File: src/rtl/inst_mem_loader.sv
// Serial boot loader: takes a little-endian length header, that many 32-bit words,
// and an XOR checksum byte, then writes the words to instruction memory and releases the core.
module inst_mem_loader #(
    parameter int DEPTH = 64,
    parameter int AW    = 6
) (
    input  logic          clk,
    input  logic          rst,
    input  logic          start,
    input  logic [7:0]    in_data,
    input  logic          in_valid,
    output logic          in_ready,
    output logic          imem_we,
    output logic [AW-1:0] imem_addr,
    output logic [31:0]   imem_wdata,
    output logic          core_rst,
    output logic          load_err
);

    typedef enum logic [2:0] {LEN_LO, LEN_HI, DATA, CSUM, DONE, ERROR} state_t;

    state_t      state, nxt;
    logic [15:0] len;
    logic [15:0] wcnt;
    logic [1:0]  bidx;
    logic [23:0] word;
    logic [7:0]  csum;
    logic        acc;
    logic [15:0] hdr_len;

    assign acc     = in_valid && in_ready;
    assign hdr_len = {in_data, len[7:0]};

    always_ff @(posedge clk or negedge rst) begin
        if (!rst) state <= LEN_LO;
        else      state <= nxt;
    end

    always_comb begin
        nxt = state;
        if (start) begin
            nxt = LEN_LO;
        end else if (acc) begin
            case (state)
                LEN_LO: nxt = LEN_HI;
                LEN_HI: nxt = (hdr_len == 16'd0 || hdr_len > 16'(DEPTH)) ? ERROR : DATA;
                DATA:   if (bidx == 2'd3 && (wcnt + 16'd1) == len) nxt = CSUM;
                CSUM:   nxt = (in_data == csum) ? DONE : ERROR;
                default: nxt = state;
            endcase
        end
    end

    always_comb begin
        in_ready = 1'b0;
        core_rst = 1'b0;
        load_err = 1'b0;
        case (state)
            LEN_LO, LEN_HI, DATA, CSUM: in_ready = !start;
            DONE:                       core_rst = 1'b1;
            ERROR:                      load_err = 1'b1;
            default: ;
        endcase
    end

    // Datapath: header capture, word assembly, checksum and the registered write port.
    always_ff @(posedge clk or negedge rst) begin
        if (!rst) begin
            len        <= '0;
            wcnt       <= '0;
            bidx       <= '0;
            word       <= '0;
            csum       <= '0;
            imem_we    <= 1'b0;
            imem_addr  <= '0;
            imem_wdata <= '0;
        end else begin
            imem_we <= 1'b0;
            if (start) begin
                wcnt <= '0;
                bidx <= '0;
                csum <= '0;
            end else if (acc) begin
                case (state)
                    LEN_LO: len[7:0] <= in_data;
                    LEN_HI: begin
                        len[15:8] <= in_data;
                        wcnt      <= '0;
                        bidx      <= '0;
                        csum      <= '0;
                    end
                    DATA: begin
                        csum <= csum ^ in_data;
                        bidx <= bidx + 2'd1;
                        case (bidx)
                            2'd0: word[7:0]   <= in_data;
                            2'd1: word[15:8]  <= in_data;
                            2'd2: word[23:16] <= in_data;
                            default: begin
                                imem_we    <= 1'b1;
                                imem_addr  <= wcnt[AW-1:0];
                                imem_wdata <= {in_data, word};
                                wcnt       <= wcnt + 16'd1;
                            end
                        endcase
                    end
                    default: ;
                endcase
            end
        end
    end

endmodule

File: config.mk
export PLATFORM = sky130hd
export DESIGN_NAME = inst_mem_loader
export DESIGN_NICKNAME = d
export VERILOG_FILES = /design/src/rtl/inst_mem_loader.sv
export SDC_FILE = /design/constraint.sdc
export NUM_CORES = 1
export LEC_CHECK = 0
export ABC_AREA = 1
export BUFFER_PORTS_ARGS = -buffer_cell sky130_fd_sc_hd__buf_2
export CAP_MARGIN = 20
export CORE_UTILIZATION = 45
export DETAILED_ROUTE_END_ITERATION = 8
export GPL_ROUTABILITY_DRIVEN = 0
export MAX_ROUTING_LAYER = met4
export PLACE_DENSITY = 0.61
export SLEW_MARGIN = 20
export SYNTH_ARGS = -nofsm -noshare
export SYNTH_HDL_FRONTEND = slang
export SYNTH_SLANG_ARGS = --single-unit
File: constraint.sdc
create_clock -name clk -period 4.8 [get_ports clk]
set_clock_uncertainty 0.15 [all_clocks]
set_input_delay 0.24 -clock clk [delete_from_list [all_inputs] [get_ports clk]]
set_output_delay 0.24 -clock clk [all_outputs]
set_load 0.02 [all_outputs]
==> flow_metrics.py <==
metrics = {
    "timing": {
        "rsz0062_at_grt": "false",
        "finalHoldViolations": 0,
        "worst_slack_ps": 2240,
        "fin_crit_sh_pct": 53.4,
        "hold_ws_ps": 33.6,
        "setup_violations": 0,
        "worstMarginPinSlew_ps": 967,
        "max_freq_ghz": 0.390,
        "final.setup.tns_ps": 0,
        "slew_viol_final": 0,
        "period_needed_ps": 2560,
        "relSlewSlack_pct": 35.5,
    },
    "critical_path": {
        "arrival_ps": 2620,
        "required_ps": 4860,
        "r2r_slack_ps": 2240,
        "critPathTopFamily": "compound AO/OA/AOI/OAI gates",
        "end_kind": "register",
        "cpMaxStageDelayCell": "a21oi_2",
        "crit_type": "register to register",
        "start_kind": "register",
        "cpPeakStageDelay_ps": 730,
        "critPathMaxFanout": 16,
        "crit_path_cell_trace": "nor3_2, inv_2, o21ai_0, o21ai_1, a21oi_2, o22ai_1",
        "crit_buf_inv": 1,
    },
    "logic_synthesis": {
        "synth.mux.area_fraction_pct": 0,
        "yosysWarnings": 0,
        "synth_fa_ha_area_share_pct": 1.26,
        "synth_area_leaders": "dfrtp_1 54%, nand2_1 16%, o21ai_0 6.5%",
        "synth_cells": 594,
        "ys_seq_area_share_pct": 54.4,
        "yosys.area_share.simple_pct": 26.0,
        "syn_nets": 611,
        "synthDistinctLibCells": 31,
        "synthXorXnorAreaFrac_pct": 3.20,
        "synth_area_sq_um": 4970,
        "synth_top_cell_by_area": "dfrtp_1",
        "syn_area_per_cell_sq_um": 8.36,
        "ys_seq_elements": 108,
        "synth_top_area_share_pct": 54.4,
        "synth_top_family_by_area": "simple AND/OR/NAND/NOR gates",
        "synth_compound_area_share_pct": 9.37,
    },
    "clocking": {
        "clock_path_buffers": 2,
        "cts_root_buf": "clkbuf_8",
        "ctsHtreeMaxLevel": 3,
        "cts_tree": "done",
        "cts.sinks": 108,
        "post_cts_buffers": 0,
        "path_clk_slew_ps": 120,
        "cts_buffers": 9,
        "clk_latency_ps": 380,
    },
    "final_layout": {
        "layout-drive-gt1-share_pct": 13.9,
        "fillers": 983,
        "final_net_count": 661,
        "design_area_sq_um": 5590,
        "diodes": 0,
        "area_growth_pct": 12.4,
        "seq_area_sq_um": 2700,
        "multiInputGateArea_sq_um": 1990,
    },
    "drt": {
        "drt_iter0_markers": 218,
        "routedWlPerCell_um": 14.5,
        "postRouteAntennaNets": 0,
        "vias": 4034,
        "routed_wl_um": 11400,
        "via_per_inst": 5.14,
        "first_pass_iters": 7,
        "drc": 0,
    },
    "worst_hold_path": {
        "min_path_type": "primary input to register",
    },
    "die": {
        "initial_core_util_pct": 47.3,
        "die_height_um": 107,
        "dieArea_sq_um": 11500,
        "core_region_area_sq_um": 10500,
        "num_rows": 37,
        "die_w_um": 107,
        "io_pins": 54,
    },
    "place": {
        "placed_area_sq_um": 5350,
        "portBuffers": 53,
        "dp_hpwl_um": 7870,
        "dp_slack_ps": 2240,
    },
    "grt": {
        "grt_pass1_wl_um": 19100,
        "gr-total-overflow": 0,
        "antenna_found_initial": 0,
        "grtUsageTotal_pct": 22.1,
        "grt_max_degree": 72,
        "grt_pass1_vias": 3921,
    },
    "power_and_ir_drop": {
        "p_per_area_nw_per_um2": 328,
        "max-vdd-ir-drop_uv": 170,
        "p_leak_nw": 2.93,
    },
    "outcome": {
        "outcome": "complete, no violations",
    },
    "run": {
        "maxCapViolCount": 0,
    },
}
## what timing repair did
item	in CTS	in global routing
hold endpoints to repair	70	0
hold buffers	1	0
resized for setup	0	0
## stage by stage
step / cells / util [%] / total power [mW]
after floorplan: 594 / - / 1.16
after detailed placement: 768 / 50.9 / 1.24
after CTS: 785 / 53.2 / 1.85
after global placement: 768 / 50.9 / 1.24
after global routing: 785 / 53.2 / 1.92
final: 785 / 53.2 / 1.83
## final timing paths
check / start / depth (start not counted) / to
setup / recovery: state[2]$_DFFE_PN0P_ / 6 / wcnt[7]$_DFFE_PN0P_
hold / removal: in_data[4] / 4 / csum[4]$_DFFE_PN0P_
setup reg to reg: state[2]$_DFFE_PN0P_ / 6 / wcnt[7]$_DFFE_PN0P_
hold reg to reg: word[17]$_DFFE_PN0P_ / 2 / imem_wdata[17]$_DFFE_PN0P_
max in group asynchronous: rst / 3 / word[18]$_DFFE_PN0P_
min in group asynchronous: rst / 2 / imem_wdata[26]$_DFFE_PN0P_
## power by group
group | leakage, nW | internal [mW] | switching [mW]
Clock | 0.112 | 0.260 | 0.350
Combinational | 1.34 | 0.0800 | 0.131
Sequential | 1.47 | 0.961 | 0.0524
Total | 2.93 | 1.30 | 0.533
## tightest hold or removal path, cell delays in order
cell	delay (ps)
buf_2	100
xor2_1	70
inv_1	60
o21ai_0	70
## layer usage
metal / part of all wire [%] / track usage, % / up-vias / routed length [um]
met3: 3.4 / 2.67 / 17 / 387
li1: - / - / 2005 / -
met4: 2.3 / 8.61 / 0 / 261
met1: 48 / 29.9 / 1919 / 5490
met5: 0 / - / - / 0
met2: 46 / 34.0 / 93 / 5230
## cells in the final DEF (no fill, tap or decap), drive strengths merged
cell	netlist	final
o21ai	71	71
o22ai	11	11
nand3	35	35
ha	5	5
bufinv	0	1
clkbuf	10	9
nor4	1	1
inv	56	60
dfrtp	108	108
buf	7	55
nor2	34	34
dlygate4sd3	0	1
nand4	10	10
xnor2	3	3
xor2	10	10
and2	1	1
o21bai	1	1
clkinv	0	2
nand3b	3	3
nor3	4	4
or2	1	1
o211ai	2	2
nand2	216	216
xnor3	2	2
a21oi	3	3
## cell type report
| cell class | instances | share of cell area (%) |
|---|---|---|
| clock buffer | 9 | 2.22 |
| clock inverter | 7 | 1.79 |
| inverter | 56 | 3.76 |
| multi-input combinational | 413 | 35.6 |
| sequential | 108 | 48.4 |
| tap | 136 | 3.05 |
| timing repair buffer | 56 | 5.24 |
## synthesized netlist by cell type (all sizes together)
master / n
nand2: 216
dfrtp: 108
o21ai: 71
inv: 56
nand3: 35
nor2: 34
o22ai: 11
clkbuf: 10
nand4: 10
xor2: 10
buf: 7
ha: 5
nor3: 4
a21oi: 3
nand3b: 3
xnor2: 3
o211ai: 2
xnor3: 2
and2: 1
nor4: 1
o21bai: 1
or2: 1
## logic make-up after synthesis
logic type      count (synthesis)
simple gates                  305
flops                         108
compound gates                 88
buf+inv                        73
xor+xnor                       15
fa+ha+maj                       5
## state kept, by name, indices dropped and copies added (netlist names)
signal      count
csum            8
state           3
wcnt           16
imem_we         1
word           24
imem_wdata     32
len            16
imem_addr       6
bidx            2
Power figures use the tool's default switching activity.
